<file path="src/rtl/uart_tx_sched.sv">
// Frame sequencer between the UART TX FIFO read port and the bit-level transmitter.
// Optional feature macro UART_CTS_EN adds an active-low clear-to-send input that gates new frames.
module uart_tx_sched #(
  parameter int WIDTH     = 8,
  parameter int GAP_TICKS = 0,
  parameter int CNT_W     = 16
) (
  input  logic             clk,
  input  logic             reset,
  input  logic             enable,
  input  logic             fifo_empty,
  output logic             fifo_rd_en,
  input  logic [WIDTH-1:0] fifo_r_data,
  input  logic             tx_busy,
  input  logic             tx_done,
  input  logic             baud_tick,
`ifdef UART_CTS_EN
  input  logic             cts_n,
`endif
  output logic             tx_start,
  output logic [WIDTH-1:0] tx_data,
  output logic             sched_idle,
  output logic [CNT_W-1:0] frame_cnt
);

  localparam logic [2:0] S_IDLE  = 3'd0;
  localparam logic [2:0] S_POP   = 3'd1;
  localparam logic [2:0] S_LATCH = 3'd2;
  localparam logic [2:0] S_START = 3'd3;
  localparam logic [2:0] S_WAIT  = 3'd4;
  localparam logic [2:0] S_GAP   = 3'd5;

  // A 1-bit counter is kept even when no gap is configured so the design stays uniform.
  localparam int GAP_W = (GAP_TICKS > 0) ? $clog2(GAP_TICKS + 1) : 1;

  logic [2:0]       r_state;
  logic [2:0]       w_next;
  logic [GAP_W-1:0] r_gap_cnt;
  logic             w_cts_ok;
  logic             w_can_start;

`ifdef UART_CTS_EN
  assign w_cts_ok = ~cts_n;
`else
  assign w_cts_ok = 1'b1;
`endif

  assign w_can_start = enable & ~fifo_empty & ~tx_busy & w_cts_ok;

  always_comb begin
    w_next = r_state;
    case (r_state)
      S_IDLE:  if (w_can_start) w_next = S_POP;
      S_POP:   w_next = S_LATCH;
      S_LATCH: w_next = S_START;
      S_START: w_next = S_WAIT;
      S_WAIT:  if (tx_done) w_next = (GAP_TICKS > 0) ? S_GAP : S_IDLE;
      S_GAP:   if (baud_tick && (r_gap_cnt == GAP_W'(1))) w_next = S_IDLE;
      default: w_next = S_IDLE;
    endcase
  end

  // FIFO data is registered, so it is only valid in the cycle after the pop strobe (LATCH).
  always_ff @(posedge clk or posedge reset) begin
    if (reset) begin
      r_state   <= S_IDLE;
      r_gap_cnt <= '0;
      tx_data   <= '0;
      frame_cnt <= '0;
    end else begin
      r_state <= w_next;
      if (r_state == S_LATCH) begin
        tx_data <= fifo_r_data;
      end
      if ((r_state == S_WAIT) && tx_done) begin
        frame_cnt <= frame_cnt + 1'b1;
        r_gap_cnt <= GAP_W'(GAP_TICKS);
      end else if ((r_state == S_GAP) && baud_tick) begin
        r_gap_cnt <= r_gap_cnt - 1'b1;
      end
    end
  end

  assign fifo_rd_en = (r_state == S_POP);
  assign tx_start   = (r_state == S_START);
  assign sched_idle = (r_state == S_IDLE);

endmodule
</file>
<file path="config.mk">
export PLATFORM = sky130hd
export DESIGN_NAME = uart_tx_sched
export DESIGN_NICKNAME = d
export VERILOG_FILES = /design/src/rtl/uart_tx_sched.sv
export SDC_FILE = /design/constraint.sdc
export NUM_CORES = 1
export LEC_CHECK = 0
export CORE_MARGIN = 2
export CORE_UTILIZATION = 36
export CTS_CLUSTER_SIZE = 12
export DETAILED_ROUTE_END_ITERATION = 10
export PLACE_DENSITY = 0.76
export SYNTH_ARGS = -nofsm -noshare
export SYNTH_HDL_FRONTEND = slang
export SYNTH_SLANG_ARGS = --single-unit
</file>
<file path="constraint.sdc">
create_clock -name clk -period 2.6 [get_ports clk]
set_input_delay 0.39 -clock clk [delete_from_list [all_inputs] [get_ports clk]]
set_output_delay 0.39 -clock clk [all_outputs]
set_load 0.02 [all_outputs]
</file>
# Yosys cells after proc, flatten, opt, wreduce, memory -nomap -nowiden
# Index checks and enable logic that the tools add are counted.
# totals
ff_bits	28
wordCells	30
input_bits	15
# classes
eq_ne	8
addsub	2
reduce_logical	6
n_bitwise	4
muxes	6
# op_table
cell	count
case mux 3 bit (6 select lines)	1
adder 16 x 1 -> 16 bit (second input constant)	1
two-way mux 3 bit	3
== test 3 x 2 -> 1 bit (second input constant)	2
== test 3 bit (second input constant)	2
inequality test 2 bit (second input constant)	2
== test 3 x 1 -> 1 bit (second input constant)	1
logical AND 1 bit	3
zero test 3 bit	1
AND reduction 3 bit	1
AND 1 bit	2
two-way mux 1 bit	2
inequality test 2 x 1 -> 1 bit (second input constant)	1
NOT 1 bit	2
nonzero test 2 bit	1
subtractor 1 bit (second input constant)	1

# Depth between registers and ports, before layout
# Gate-level depths: netlist of the first run.
# depth
ltp_word	5
mapped_depth	5
depth_no_buf	5

# Least setup slack after synthesis of the first run
# Ideal clock, no wire load.
# synth_path
path_kind	reg2out
start	reg r_state[0]
end	out fifo_rd_en
path_slack_ps	978
arrival_time_ps	1232
n_path_buf	1
path_stages_with_launch	3
cell_sequence	dfrtp_1 clkbuf_1 nor3b_1
# synth_between
elab_chain_cells	1
# synth_lines
item	line	text
start, declared	36	logic [2:0] r_state;
start signal, assigned	71	r_state <= w_next;
== test 3 x 1 -> 1 bit	84	assign fifo_rd_en = (r_state == S_POP);
end, declared	12	output logic fifo_rd_en,
# No other way between the ends.

# Worst setup path after layout of the first run
# layout_path
start	reg r_state[0]
end	out tx_start
# layout_between
elab_chain_cells	1
# layout_lines
item	line	text
== test 3 x 2 -> 1 bit	85	assign tx_start = (r_state == S_START);
end, declared	20	output logic tx_start,
# No other way between the ends.

==> metrics.md, run 1 <==
| Metric | Value |
|---|---|
| Core Area | 3390 um^2 |
| Commonest non-fill, non-tap cell in the layout | clkdlybuf4s50_1 |
| DR vias/cell | 4.82 |
| Post-synth EDFFs | 0 |
| Sequential power share | 43.4% |
| Synth Instances | 108 |
| Met2 WL post-DR | 1290 um |
| Buffer levels on the longest clock path | 2 |
| Pleak | 0.754 nW |
| Most frequent cells in the layout | 41 x clkdlybuf4s50_1, 28 x dfrtp_1, 14 x nand2_1 |
| Synth top area cells | dfrtp_1 55%, mux2_2 7.0%, xnor2_1 6.8% |
| Starting Density | 37.9% |
| GRT Util Overall | 13.9% |
| Mapped Area | 1280 um^2 |
| DP Area | 1740 um^2 |
| Comb pwr share | 43.9% |
| Site Rows | 21 |
| Clk pwr share | 12.7% |
| CTS clk-pin slew, worst paths | 0.14 ns |
| Initial antenna violation count | 0 |
| Final hold vios | 0 |
| Top Ports | 42 |
| Critical path buffer and inverter count | 1 |
| R2R Path End | frame_cnt[11] |
| CTS resizes | 0 |
| Critical path depth | 3 |
| Nets | 168 |
| Final setup vio count | 0 |
| Worst-margin pin slew | 0.464 ns |
| Total chip power | 0.00161 W |
| Total CTS buffers | 3 |
| Max-cap violations | 0 |
| Period utilization | 85.3% |
| Hold-fix buffers, CTS | 0 |
| R2R depth | 4 |
| Yosys reg bits | 28 |
| Power Density | 907 nW/um^2 |
| RSZ-0062 raised after global routing | false |
| Die Wd | 63.7 um |
| Per-cell routed wire length | 12.9 um |
| Int Pwr | 0.00103 W |
| DRC violations left | 0 |
| Total gr overflow | 0 |
| Clock Latency Late Sink | 0.32 ns |
| Syn nets | 124 |
| Final instance area | 1770 um^2 |
| Postcts setup bufs | 0 |
| First-pass GRT wire length | 4500 um |
| Cell accounting for the most synthesized area | dfrtp_1 |
| Synth top area share | 54.6% |
| R2R setup slack | 0.92 ns |
| Die area | 4060 um^2 |
| Top Metal Used | met4 |
| Largest net degree at the start of global routing | 17 |
| VDD IR max | 419 uV |
| Total Routed Length | 2550 um |
| Detailed Place HPWL | 1990 um |
| CP Class | flip-flop to output port |
| FF-to-FF Start | r_state[0] |
| Drt first pass iters | 4 |
| # diodes | 0 |
| Primary FF master, synth | dfrtp_1 |
| Psw | 0.000579 W |
| Fin Clk Skew | 0.00572 ns |
| Met3 routed WL | 107 um |
| Worst path max stage delay | 0.63 ns |
| Cell Chain, Critical Path | nand2_1 -> nor2_1 -> clkdlybuf4s50_1 |
| Die Height | 63.7 um |
| Vias | 949 |
| Yosys cell types | 27 |
| Slew Viols, Final | 0 |
| CP Launch Type | flip-flop |
| CTS tree | done |
| Vias in the first global route | 1034 |
| DRT iter0 DRCs | 54 |
| Worst Path Max Fanout | 12 |
| Rel. slew slack | 69.0% |
| Worst Path Required | 2.21 ns |
| Status | finished, final reports clean |
| Critical path data arrival time | 1.83 ns |
| Switching share of total power | 36.0% |
| Worst setup EP type | output port |
| I/O Buffers | 41 |
| Max frequency | 0.451 GHz |
| Synth warnings | 0 |
| Met1 wire length | 1130 um |
| Slowest-stage cell, CP | dfrtp_1 |
| Asr flop ratio synth | 100% |
| TNS Setup | 0 ns |
| Syn-to-layout area delta | 38.1% |
| GPL Wtd Cong | 0.828 |
| Average cell area after synthesis | 11.9 um^2 |
| Clock Sinks | 28 |
| Ratio of cells with drive above 1 in the final layout | 11.3% |
| Hold crit path type | input port to async pin |
| Crit-path leading delay family | flip-flops |
| Seq/Total Area, Yosys | 54.6% |
| Final ANT Viol Nets | 0 |
| Min Tclk post-route | 2.22 ns |
| Root buffer cell | clkbuf_4 |
| H-tree depth | 1 |
state kept, by name (all words and copies together) (netlist names):
name	count
tx_data	8
frame_cnt	16
r_state	3
r_gap_cnt	1
worst register-to-register path, cell delays in order (launching register included):
cell       delay [ns]
dfrtp_1          0.56
nand4bb_4        0.33
nor4_4           0.41
nand3_1          0.14
xnor2_1          0.15
cells in the mapped netlist, drive strengths merged (2+ instances only):
cell,n
nor3b,3
buf,2
nand2,14
mux2,8
nor2,7
dfrtp,28
nand4,2
a21oi,2
o21ai,2
xnor2,10
nor4,2
nand3,8
nor3,3
and3,2
xor2,6
cell families (layout without fill, tap and decap cells):
kind of cell               after synthesis  in the layout  share of synthesized area [%]
AOI/OAI and AO/OA                        6              6                           2.73
and+or+nand+nor                         45             45                           21.7
DFF                                     28             28                           54.6
xor gates and xnor gates                16             16                           10.9
buffers and inverters                    4             47                           2.05
muxes                                    8              8                           7.02
adders and majority gates                1              1                          0.975
worst max path at each step:
stage,start,to,slack [ns]
2_1_floorplan,r_state[0],fifo_rd_en,0.98
3_3_place_gp,tx_done,frame_cnt[15],0.69
3_5_place_dp,tx_done,frame_cnt[11],0.61
4_1_cts,r_state[0],fifo_rd_en,0.38
5_1_grt,r_state[0],tx_start,0.30
6_report,r_state[0],tx_start,0.38
power groups by stage:
| stage | combinational (W) | clock (W) | sequential [W] |
|---|---|---|---|
| global route | 0.000764 | 0.000229 | 0.000718 |
| floorplan | 0.000385 | 0 | 0.000744 |
| global placement | 0.000693 | 0 | 0.000697 |
| CTS | 0.000714 | 0.000213 | 0.000699 |
| detailed placement | 0.000711 | 0 | 0.000709 |
| finish | 0.000705 | 0.000205 | 0.000698 |
stage by stage:
stage                     utilization [%]  hold slack [ns]  worst slack (ns)  std cells
after floorplan                         -            0.455             0.978        108
after global placement               51.2            0.463             0.695        193
after detailed placement             51.2            0.465             0.611        193
after CTS                            52.3            0.385             0.383        197
after global routing                 52.3            0.416             0.303        197
final                                52.3            0.377             0.381        197
metal layers:
layer	global-route usage, %	vias to the layer above
li1	-	461
met1	15.9	460
met2	25.4	26
met3	2.32	2
met4	5.43	0
met5	0	-
layout make-up:
| type | count | area (um^2) |
|---|---|---|
| Fill cell | 297 | 1620 |
| Sequential cell | 28 | 701 |
| Multi-Input combinational cell | 76 | 557 |
| Timing Repair Buffer | 42 | 418 |
| Tap cell | 46 | 57.6 |
| Clock buffer | 4 | 36.3 |
| Inverter | 1 | 3.75 |
(Power assumes the default switching activity.)
==> inputs of run 2 (changes only) <==
- CELL_PAD_IN_SITES_DETAIL_PLACEMENT: unset -> 2
- CELL_PAD_IN_SITES_GLOBAL_PLACEMENT: unset -> 2
- CORE_UTILIZATION: 36 -> 30
- PLACE_DENSITY: 0.76 -> 0.93
==> run 2 against run 1 <==
  * First-iteration DRC count fell by 70%
  * Wire length rose by 43%
  * Register-to-register slack lost 0.05 ns
  * Critical endpoint unchanged
  * Largest cell class unchanged
  * Highest routed layer unchanged
==> metrics.md, run 2 (same netlist as run 1, synthesis figures left out) <==
| Metric | Value |
|---|---|
| Comb pwr share | 40.8% (-3.1 points) |
| Final worst slack | 0.433 ns (+0.0520 ns) |
| Die Wd | 69.4 um (+8.9%) |
| Hold-fix buffers, CTS | 0 (unchanged) |
| R2R setup slack | 0.87 ns (-0.05 ns) |
| Final ANT Viol Nets | 0 (unchanged) |
| Hold Slack | 0.485 ns (+0.109 ns) |
| Total CTS buffers | 3 (unchanged) |
| Slew Viols, Final | 0 (unchanged) |
| Top Ports | 42 (unchanged) |
| FF-to-FF Start | r_state[0] |
| CP Class | flip-flop to output port |
| Worst Path Max Fanout | 12 (unchanged) |
| Period utilization | 83.3% (-2.0 points) |
| Worst Path Required | 2.21 ns (about the same) |
| Biggest register | frame_cnt |
| Pleak | 0.769 nW (+2.0%) |
| Root buffer cell | clkbuf_8 |
| Switching share of total power | 35.4% (-0.66 points) |
| Status | finished, final reports clean |
| CP Launch Type | flip-flop |
| Max-cap violations | 0 (unchanged) |
| GRT Util Overall | 16.2% (+2.3 points) |
| Vias | 987 (+4.0%) |
| Final setup vio count | 0 (unchanged) |
| Buffer levels on the longest clock path | 2 (unchanged) |
| Clk pwr share | 19.5% (+6.8 points) |
| DRC violations left | 0 (unchanged) |
| Max frequency | 0.461 GHz (+2.4%) |
| Per-cell routed wire length | 18.1 um (+40%) |
| Largest registers | frame_cnt (16), tx_data (8), r_state (3) |
| Cell Chain, Critical Path | nand2_1 -> nor2_1 -> clkdlybuf4s50_1 |
| RSZ-0062 raised after global routing | false |
| R2R depth | 4 (unchanged) |
| CP Launch Point | r_state[0] |
| Commonest non-fill, non-tap cell in the layout | clkdlybuf4s50_1 |
| H-tree depth | 1 (unchanged) |
| VDD IR max | 397 uV (-5.2%) |
| Die Height | 69.4 um (+8.9%) |
| Clock Sinks | 28 (unchanged) |
| TNS Setup | 0 ns (unchanged) |
| CTS clk-pin slew, worst paths | 0.10 ns (-0.04 ns) |
| Power Density | 983 nW/um^2 (+8.4%) |
| I/O Buffers | 41 (unchanged) |
| Final hold vios | 0 (unchanged) |
| Number of flip-flops in the largest register | 16 (unchanged) |
| Detailed Place HPWL | 2810 um (+42%) |
| Sequential power share | 39.6% (-3.8 points) |
| GPL Wtd Cong | 0.780 (-5.8%) |
| CTS resizes | 0 (unchanged) |
| Worst setup EP type | output port |
| Worst-margin pin slew | 0.449 ns (-0.0152 ns) |
| DR vias/cell | 4.91 (+1.9%) |
| Postcts setup bufs | 0 (unchanged) |
| Most frequent cells in the layout | 41 x clkdlybuf4s50_1, 28 x dfrtp_1, 14 x nand2_1 |
| Starting Density | 31.6% (-6.2 points) |
| Clock Latency Late Sink | 0.28 ns (-0.04 ns) |
| Drt first pass iters | 3 (-1) |
| DP Area | 1740 um^2 (+0.29%) |
| Hold crit path type | input port to async pin |
| # diodes | 0 (unchanged) |
| Total gr overflow | 0 (unchanged) |
| Worst path max stage delay | 0.62 ns (about the same) |
| Min Tclk post-route | 2.17 ns (-0.0520 ns) |
| Critical path data arrival time | 1.78 ns (-0.05 ns) |
| Nets | 168 (unchanged) |
| First-pass GRT wire length | 6110 um (+36%) |
| Ratio of cells with drive above 1 in the final layout | 11.3% (unchanged) |
| Slowest-stage cell, CP | dfrtp_1 |
| Die area | 4820 um^2 (+19%) |
| CP Capture Point | tx_start |
| Fin Clk Skew | 0.00520 ns (-0.000521 ns) |
| Final instance area | 1810 um^2 (+2.3%) |
| Largest net degree at the start of global routing | 29 (+12) |
| CTS tree | done |
| Pre-CTS setup slack | 0.571 ns (-0.0404 ns) |
| Syn-to-layout area delta | 41.2% |
| Site Rows | 23 (+9.5%) |
| R2R Path End | frame_cnt[8] |
| DRT iter0 DRCs | 16 (-70%) |
| Psw | 0.000630 W (+8.8%) |
| Int Pwr | 0.00115 W (+12%) |
| Vias in the first global route | 1126 (+8.9%) |
| Initial antenna violation count | 0 (unchanged) |
| Core Area | 4060 um^2 (+20%) |
| Total Routed Length | 3650 um (+43%) |
| Rel. slew slack | 70.1% (+1.0 points) |
-- run 2: worst min path at each step --
stage,from,slack [ns],cells past startpoint,end
global route,reset,0.50,3,frame_cnt[11]
floorplan,reset,0.46,1,frame_cnt[0]
global placement,frame_cnt[11],0.48,1,frame_cnt[11]
detailed placement,frame_cnt[15],0.49,1,frame_cnt[15]
CTS,reset,0.49,3,frame_cnt[11]
finish,reset,0.49,3,frame_cnt[13]
-- run 2: power by group through the flow --
stage / logic (W) / registers, W / clock network [W]
detailed placement: 0.000734 / 0.000718 / 0
global placement: 0.000698 / 0.000697 / 0
finish: 0.000728 / 0.000706 / 0.000348
CTS: 0.000741 / 0.000709 / 0.000360
floorplan: 0.000385 / 0.000744 / 0
global route: 0.000779 / 0.000730 / 0.000379
-- run 2: cell type report --
type,instances,area [um^2]
well taps,50,62.6
clock buffers,3,41.3
inverters,1,3.75
multi-input cells,76,557
clock inverters,1,30.0
flip-flops and latches,28,701
repair buffers,42,418
fillers,409,2240
-- run 2: stage by stage --
stage	util [%]	instances	total power, W
floorplan	-	108	0.00113
global placement	42.9	197	0.00139
detailed placement	42.9	197	0.00145
CTS	44.7	201	0.00181
global route	44.7	201	0.00189
finish	44.7	201	0.00178
-- run 2: critical path, delay by kind of cell, from the launching register on --
family	cells	cell delay, ns
and+or+nand+nor	2	0.27
DFF	1	0.62
buffers and inverters	1	0.61
-- run 2: layer usage --
metal	share of wire [%]	vias up	track usage, %
met3	3.7	4	2.76
met5	0	-	0
met4	0.71	0	3.27
met1	38	509	17.6
li1	-	454	-
met2	57	20	32.2
==> inputs of run 3 (changes only) <==
- CORE_UTILIZATION: 30 -> 28
- PLACE_DENSITY: 0.93 -> 0.89
- clock period: 2.6 -> 2 ns (I/O delays scaled with it)
==> run 3 against run 2 <==
  * Sequential power up 28%
  * Critical path depth did not move
  * Worst hold slack worse by 0.13 ns
  * Design area increased by 1.6%
  * Non-clock buffer count is 5 higher
  * Wire length decreased by 9.5%
==> metrics.md, run 3 (same netlist as run 1, synthesis figures left out) <==
| Metric | Value |
|---|---|
| Final worst slack | 0.158 ns (-0.274 ns) |
| Pre-CTS setup slack | 0.0484 ns (-0.522 ns) |
| Max-cap violations | 0 (unchanged) |
| VDD IR max | 641 uV (+62%) |
| RSZ-0062 raised after global routing | false |
| Critical path data arrival time | 1.54 ns (-0.24 ns) |
| Max frequency | 0.543 GHz |
| Hold-fix buffers, CTS | 0 (unchanged) |
| R2R Path End | frame_cnt[15] |
| Multi-input logic area | 557 um^2 (unchanged) |
| Largest registers | frame_cnt (16), tx_data (8), r_state (3) |
| Per-cell routed wire length | 15.9 um (-13%) |
| H-tree depth | 1 (unchanged) |
| Number of flip-flops in the largest register | 16 (unchanged) |
| CTS tree | done |
| Largest net degree at the start of global routing | 16 (-45%) |
| Final hold vios | 0 (unchanged) |
| Nets | 173 (+3.0%) |
| Biggest register | frame_cnt |
| CP Launch Type | flip-flop |
| Core Area | 4380 um^2 (+8.0%) |
| Worst path max stage delay | 0.61 ns (about the same) |
| Detailed Place HPWL | 2590 um (-8.0%) |
| TNS Setup | 0 ns (unchanged) |
| Status | finished, final reports clean |
| First-pass GRT wire length | 5610 um (-8.1%) |
| Die Height | 71.7 um (+3.3%) |
| Slew Viols, Final | 0 (unchanged) |
| Vias | 1011 (+2.4%) |
| # diodes | 0 (unchanged) |
| Vias in the first global route | 1168 (+3.7%) |
| Cell Chain, Critical Path | nand2_1 -> nor2_1 -> clkdlybuf4s50_1 |
| Crit-path leading delay family | buffers and inverters |
| Min Tclk post-route | 1.84 ns |
| Worst Path Required | 1.70 ns (-0.51 ns) |
| Starting Density | 29.3% (-2.4 points) |
| Buffer levels on the longest clock path | 2 (unchanged) |
| Total gr overflow | 0 (unchanged) |
| Root buffer cell | clkbuf_8 |
| DR vias/cell | 4.86 (-1.0%) |
| CTS clk-pin slew, worst paths | 0.10 ns (about the same) |
| Fin Clk Skew | 0.00562 ns (+0.000419 ns) |
| Met2 WL post-DR | 1820 um (-13%) |
| Total CTS buffers | 3 (unchanged) |
| Worst Path Max Fanout | 9 (-3) |
| Total Routed Length | 3300 um (-9.5%) |
| Post-layout util | 42.0% (-2.7 points) |
| R2R depth | 4 (unchanged) |
| Period utilization | 92.1% |
| Worst-margin pin slew | 0.552 ns (+0.104 ns) |
| Sequential Area | 704 um^2 (+0.54%) |
| Most frequent cells in the layout | 39 x clkdlybuf4s50_1, 25 x dfrtp_1, 14 x nand2_1 |
| Worst setup EP type | output port |
| Clock Latency Late Sink | 0.28 ns (about the same) |
| Initial antenna violation count | 0 (unchanged) |
| DRC violations left | 0 (unchanged) |
| Power Density | 1220 nW/um^2 (+24%) |
| Die Wd | 71.7 um (+3.3%) |
| CP Class | flip-flop to output port |
| Met1 wire length | 1240 um (-11%) |
| GPL Wtd Cong | 0.823 (+5.5%) |
| Hold crit path type | input port to async pin |
| Pleak | 0.801 nW (+4.2%) |
| Final ANT Viol Nets | 0 (unchanged) |
| GRT Util Overall | 14.3% (-1.9 points) |
| Top Metal Used | met4 |
| Site Rows | 24 (+4.3%) |
| Slowest-stage cell, CP | clkdlybuf4s50_1 |
| R2R setup slack | 0.39 ns (-0.48 ns) |
| Commonest non-fill, non-tap cell in the layout | clkdlybuf4s50_1 |
| FF-to-FF Start | r_state[1] |
| Top Ports | 42 (unchanged) |
| Drt first pass iters | 3 (unchanged) |
| Rel. slew slack | 63.1% (-6.9 points) |
| I/O Buffers | 41 (unchanged) |
| Final setup vio count | 0 (unchanged) |
| DRT iter0 DRCs | 21 (+5) |
| Critical path buffer and inverter count | 1 (unchanged) |
| Syn-to-layout area delta | 43.5% |
| Met3 routed WL | 188 um (+39%) |
| Clock Sinks | 28 (unchanged) |
| Die area | 5140 um^2 (+6.7%) |
| Ratio of cells with drive above 1 in the final layout | 16.0% (+4.8 points) |
| Fillers | 458 (+12%) |
==> run 3: per-layer routing <==
layer | GRT usage [%] | vias to the layer above
met3 | 3.38 | 5
met5 | 0 | -
met1 | 15.3 | 511
li1 | - | 465
met4 | 5.03 | 0
met2 | 27.1 | 30
==> run 3: cell type report <==
type	instances	share of cell area, %
clock buffers	4	2.99
inverters	1	0.204
repair buffers	47	24.8
multi-input cells	76	30.2
flip-flops and latches	28	38.2
well taps	52	3.53
==> run 3: stage by stage <==
step / hold slack (ns) / power, W / instances / area (um^2)
floorplan: 0.365 / 0.00147 / 108 / 1280
global placement: 0.467 / 0.00182 / 200 / 1750
detailed placement: 0.475 / 0.00188 / 200 / 1750
CTS: 0.376 / 0.00224 / 204 / 1810
global route: 0.425 / 0.00241 / 208 / 1840
finish: 0.360 / 0.00225 / 208 / 1840
==> run 3: repair_timing <==
| item | CTS | global route |
|---|---|---|
| gates resized for setup | 3 | 2 |
| buffers inserted | 0 | 4 |
| setup endpoints to repair | 3 | 2 |
==> run 3: worst max-delay path by stage <==
stage / endpoint / cells after the start / slack, ns / start
2_1_floorplan: fifo_rd_en / 2 / 0.47 / r_state[0]
3_3_place_gp: frame_cnt[11] / 5 / 0.16 / tx_done
3_5_place_dp: frame_cnt[15] / 5 / 0.05 / tx_done
4_1_cts: fifo_rd_en / 2 / 0.01 / r_state[0]
5_1_grt: tx_start / 3 / 0.04 / r_state[1]
6_report: tx_start / 3 / 0.16 / r_state[1]
==> run 3: worst register-to-register path, delay by kind of cell (launching register included) <==
| family | cells | cell delay [ns] |
|---|---|---|
| simple gates | 3 | 0.88 |
| flops | 1 | 0.48 |
| xor+xnor | 1 | 0.15 |
==> run 3: where the power goes <==
part           internal [W]  switching, W  total [W]
sequential         0.000727      0.000177   0.000904
clock              0.000177      0.000182   0.000359
combinational      0.000538      0.000452   0.000990
total               0.00144      0.000811    0.00225
==> RTL change (settings of run 1) <==
Change the parameter `WIDTH` from 8 to 9.
--- a/src/rtl/uart_tx_sched.sv
+++ b/src/rtl/uart_tx_sched.sv
@@ -1,7 +1,7 @@
 // Frame sequencer between the UART TX FIFO read port and the bit-level transmitter.
 // Optional feature macro UART_CTS_EN adds an active-low clear-to-send input that gates new frames.
 module uart_tx_sched #(
-  parameter int WIDTH     = 8,
+  parameter int WIDTH     = 9,
   parameter int GAP_TICKS = 0,
   parameter int CNT_W     = 16
 ) (
Interface: changed (resized fifo_r_data and tx_data); port bits go from 42 to 44. No check against the original RTL was run, so the function may have changed too.
==> RTL change against run 1 <==
- sequential cell count up 1
- worst setup slack better by 0.0010 ns
- design area up 4.6%
- first-iteration DRC count down 20%
- routed wire length up 5.5%
- area after synthesis up 0.78%
- global-route usage up 1.3 points
- power up 5.8%
- non-clock buffer count up 4
- hold slack better by 0.054 ns
- critical path type unchanged
- critical endpoint unchanged
- highest routed layer unchanged
==> RTL change: results (changes against run 1) <==
----------------------------------------------------
[Timing]
  Worst Clk Skew ... 0.008215 ns (+0.002490 ns)
  Actual slew at the worst max-slew pin ... 0.3972 ns (-0.06680 ns)

[Logic synthesis]
  Post-Synth Adder-Cell Area ... 0.9671% (-0.0075 points)
  Share of the yosys chip area belonging to registers ... 56.09% (+1.5 points)
  Syn_nets ... 121 (-2.4%)
  Count of distinct cell types in the synthesized netlist ... 28 (+3.7%)
  Multiplexer share of the synthesized area ... 8.704% (+1.7 points)
  Post-synthesis share of cell area spent on xor and xnor gates ... 11.41% (+0.50 points)
  Largest cells by area after synthesis ... sky130_fd_sc_hd__dfrtp_1, sky130_fd_sc_hd__xnor2_1, sky130_fd_sc_hd__mux2_2, sky130_fd_sc_hd__nand4_1, sky130_fd_sc_hd__xor2_1
  Async set-or-reset flop fraction in the synthesized netlist ... 100.0% (unchanged)
  Most used standard cells in the synthesized netlist ... sky130_fd_sc_hd__dfrtp_1, sky130_fd_sc_hd__xnor2_1, sky130_fd_sc_hd__mux2_2, sky130_fd_sc_hd__nand4_1, sky130_fd_sc_hd__nor2_1
  Compound-Gate Fraction of Synth Area ... 3.095% (+0.37 points)

[Drt]
  Number of iterations in the first detailed-routing pass ... 4 (unchanged)
  Metal2 WL ... 1220 um (-5.6%)
  Starting DRT DRC Count ... 43 (-20%)
  Final routed wirelength across all metal layers ... 2684 um (+5.5%)
  Total number of vias ... 964 (+1.6%)
  Highest routing layer actually used ... met4
  Routed metal-1 wirelength ... 1189 um (+5.1%)
  Routed wl met3 ... 192 um (+79%)

[Cells and area]
  Layout cell share with drive strength beyond 1 ... 14.19% (+2.9 points)
  Fin nets ... 171 (+1.8%)
  Largest registers ... frame_cnt x16, tx_data x9, r_state x3

[Place]
  Post-detailed-placement half-perimeter wirelength ... 1972 um (-0.65%)
  Pre-CTS worst setup slack ... 0.6415 ns (+0.03042 ns)
  Total cell area at the placement stage ... 1784 um2 (+2.7%)
  Port bufs ... 43 (+4.9%)
  Global placer's final weighted congestion ... 0.7706 (-6.9%)

[Clock tree]
  Later-pin clock latency in the skew report ... 0.33 ns
  Maximum root-to-sink buffer count ... 2 (unchanged)
  Count of H-tree levels built during CTS ... 2 (+1)
  Count of buffers added by post-CTS timing repair for setup ... 0 (unchanged)
  Total clock buffers created by CTS ... 5 (+2)
  Clock Pin Slew Worst Setup and Hold Paths ... 0.10 ns (-0.04 ns)

[Setup path]
  Worst stage delay on the critical path ... 0.60 ns (-0.03 ns)
  Maximum fanout along the worst path ... 7 (-5)
  Crit path max-delay cell type ... sky130_fd_sc_hd__clkdlybuf4s50_1
  Top cell family by delay on the critical path ... buffers and inverters

[Pwr]
  Leakage power total ... 0.0007794 uW (+3.4%)
  Peak supply drop ... 0.3150 mV (-25%)

[GRT]
  Pin count of the biggest net entering global routing ... 30 (+13)
  Total global routing track utilization ... 15.18% (+1.3 points)
  First-pass GRT wire length ... 4767 um (+6.0%)
  Number of global-route vias before repair ... 1,056 (+2.1%)

[Outcome]
  Result of the run ... completed

----------------------------------------------------
==> RTL change: cell count changes after synthesis, moves of 2 or more <==
cell	before	now
sky130_fd_sc_hd__nor2b_1	1	3
sky130_fd_sc_hd__nand3_1	8	4
sky130_fd_sc_hd__and4_1	0	2
sky130_fd_sc_hd__o31ai_1	0	2
sky130_fd_sc_hd__mux2_1	0	3
sky130_fd_sc_hd__nor3_1	3	1
sky130_fd_sc_hd__xor2_1	6	4
sky130_fd_sc_hd__nand2_1	14	5
sky130_fd_sc_hd__nand4_1	2	7
==> RTL change: report_power, final <==
group | leakage (uW) | total (uW) | internal (uW) | switching (uW)
registers | 0.000374 | 703 | 575 | 128
clock network | 0.0000413 | 310 | 157 | 154
logic | 0.000364 | 688 | 379 | 309
total | 0.000779 | 1700 | 1110 | 591
==> RTL change: kinds of logic (layout without fill, tap and decap cells) <==
kind of cell,count (synthesis),after routing
fa+ha+maj,1,1
mux,10,10
buf+inv,4,55
flops,29,29
compound gates,7,7
xor+xnor,16,16
simple gates,37,37
==> RTL change: layout make-up <==
type                    instances  area (um2)
fillers                       301        1535
flip-flops and latches         29       725.7
multi-input cells              71       544.3
repair buffers                 46       452.9
clock buffers                   7       65.06
well taps                      46       57.56
clock inverters                 1       5.005
inverters                       1       3.754
==> RTL change: worst paths after layout <==
path                       depth (start not counted)              startpoint  slack (ns)                   endpoint
setup reg to reg                                   4  r_state[0]$_DFFE_PP0P_        0.99  frame_cnt[15]$_DFFE_PP0P_
hold / removal                                     3                   reset        0.43   frame_cnt[7]$_DFFE_PP0P_
max in group asynchronous                          3                   reset        1.89  frame_cnt[12]$_DFFE_PP0P_
setup / recovery                                   3  r_state[1]$_DFFE_PP0P_        0.38                   tx_start
min in group clk                                   1  tx_data[4]$_DFFE_PP0N_        0.50     tx_data[4]$_DFFE_PP0N_
hold reg to reg                                    1  tx_data[4]$_DFFE_PP0N_        0.50     tx_data[4]$_DFFE_PP0N_
==> RTL change: per-stage QoR <==
| step | cells | utilization (%) | hold slack [ns] | total power [uW] |
|---|---|---|---|---|
| after global routing | 201 | 54.71 | 0.4756 | 1809 |
| after floorplan | 104 | - | 0.4681 | 1084 |
| final | 201 | 54.71 | 0.4309 | 1701 |
| after global placement | 193 | 52.64 | 0.4693 | 1383 |
| after CTS | 201 | 54.71 | 0.4500 | 1723 |
| after detailed placement | 193 | 52.64 | 0.4830 | 1409 |
==> RTL change: routing by layer <==
layer	GRT usage (%)	vias to the layer above
met5	0	-
met1	17.41	448
met4	10.05	0
met3	4.930	9
met2	24.09	41
li1	-	466
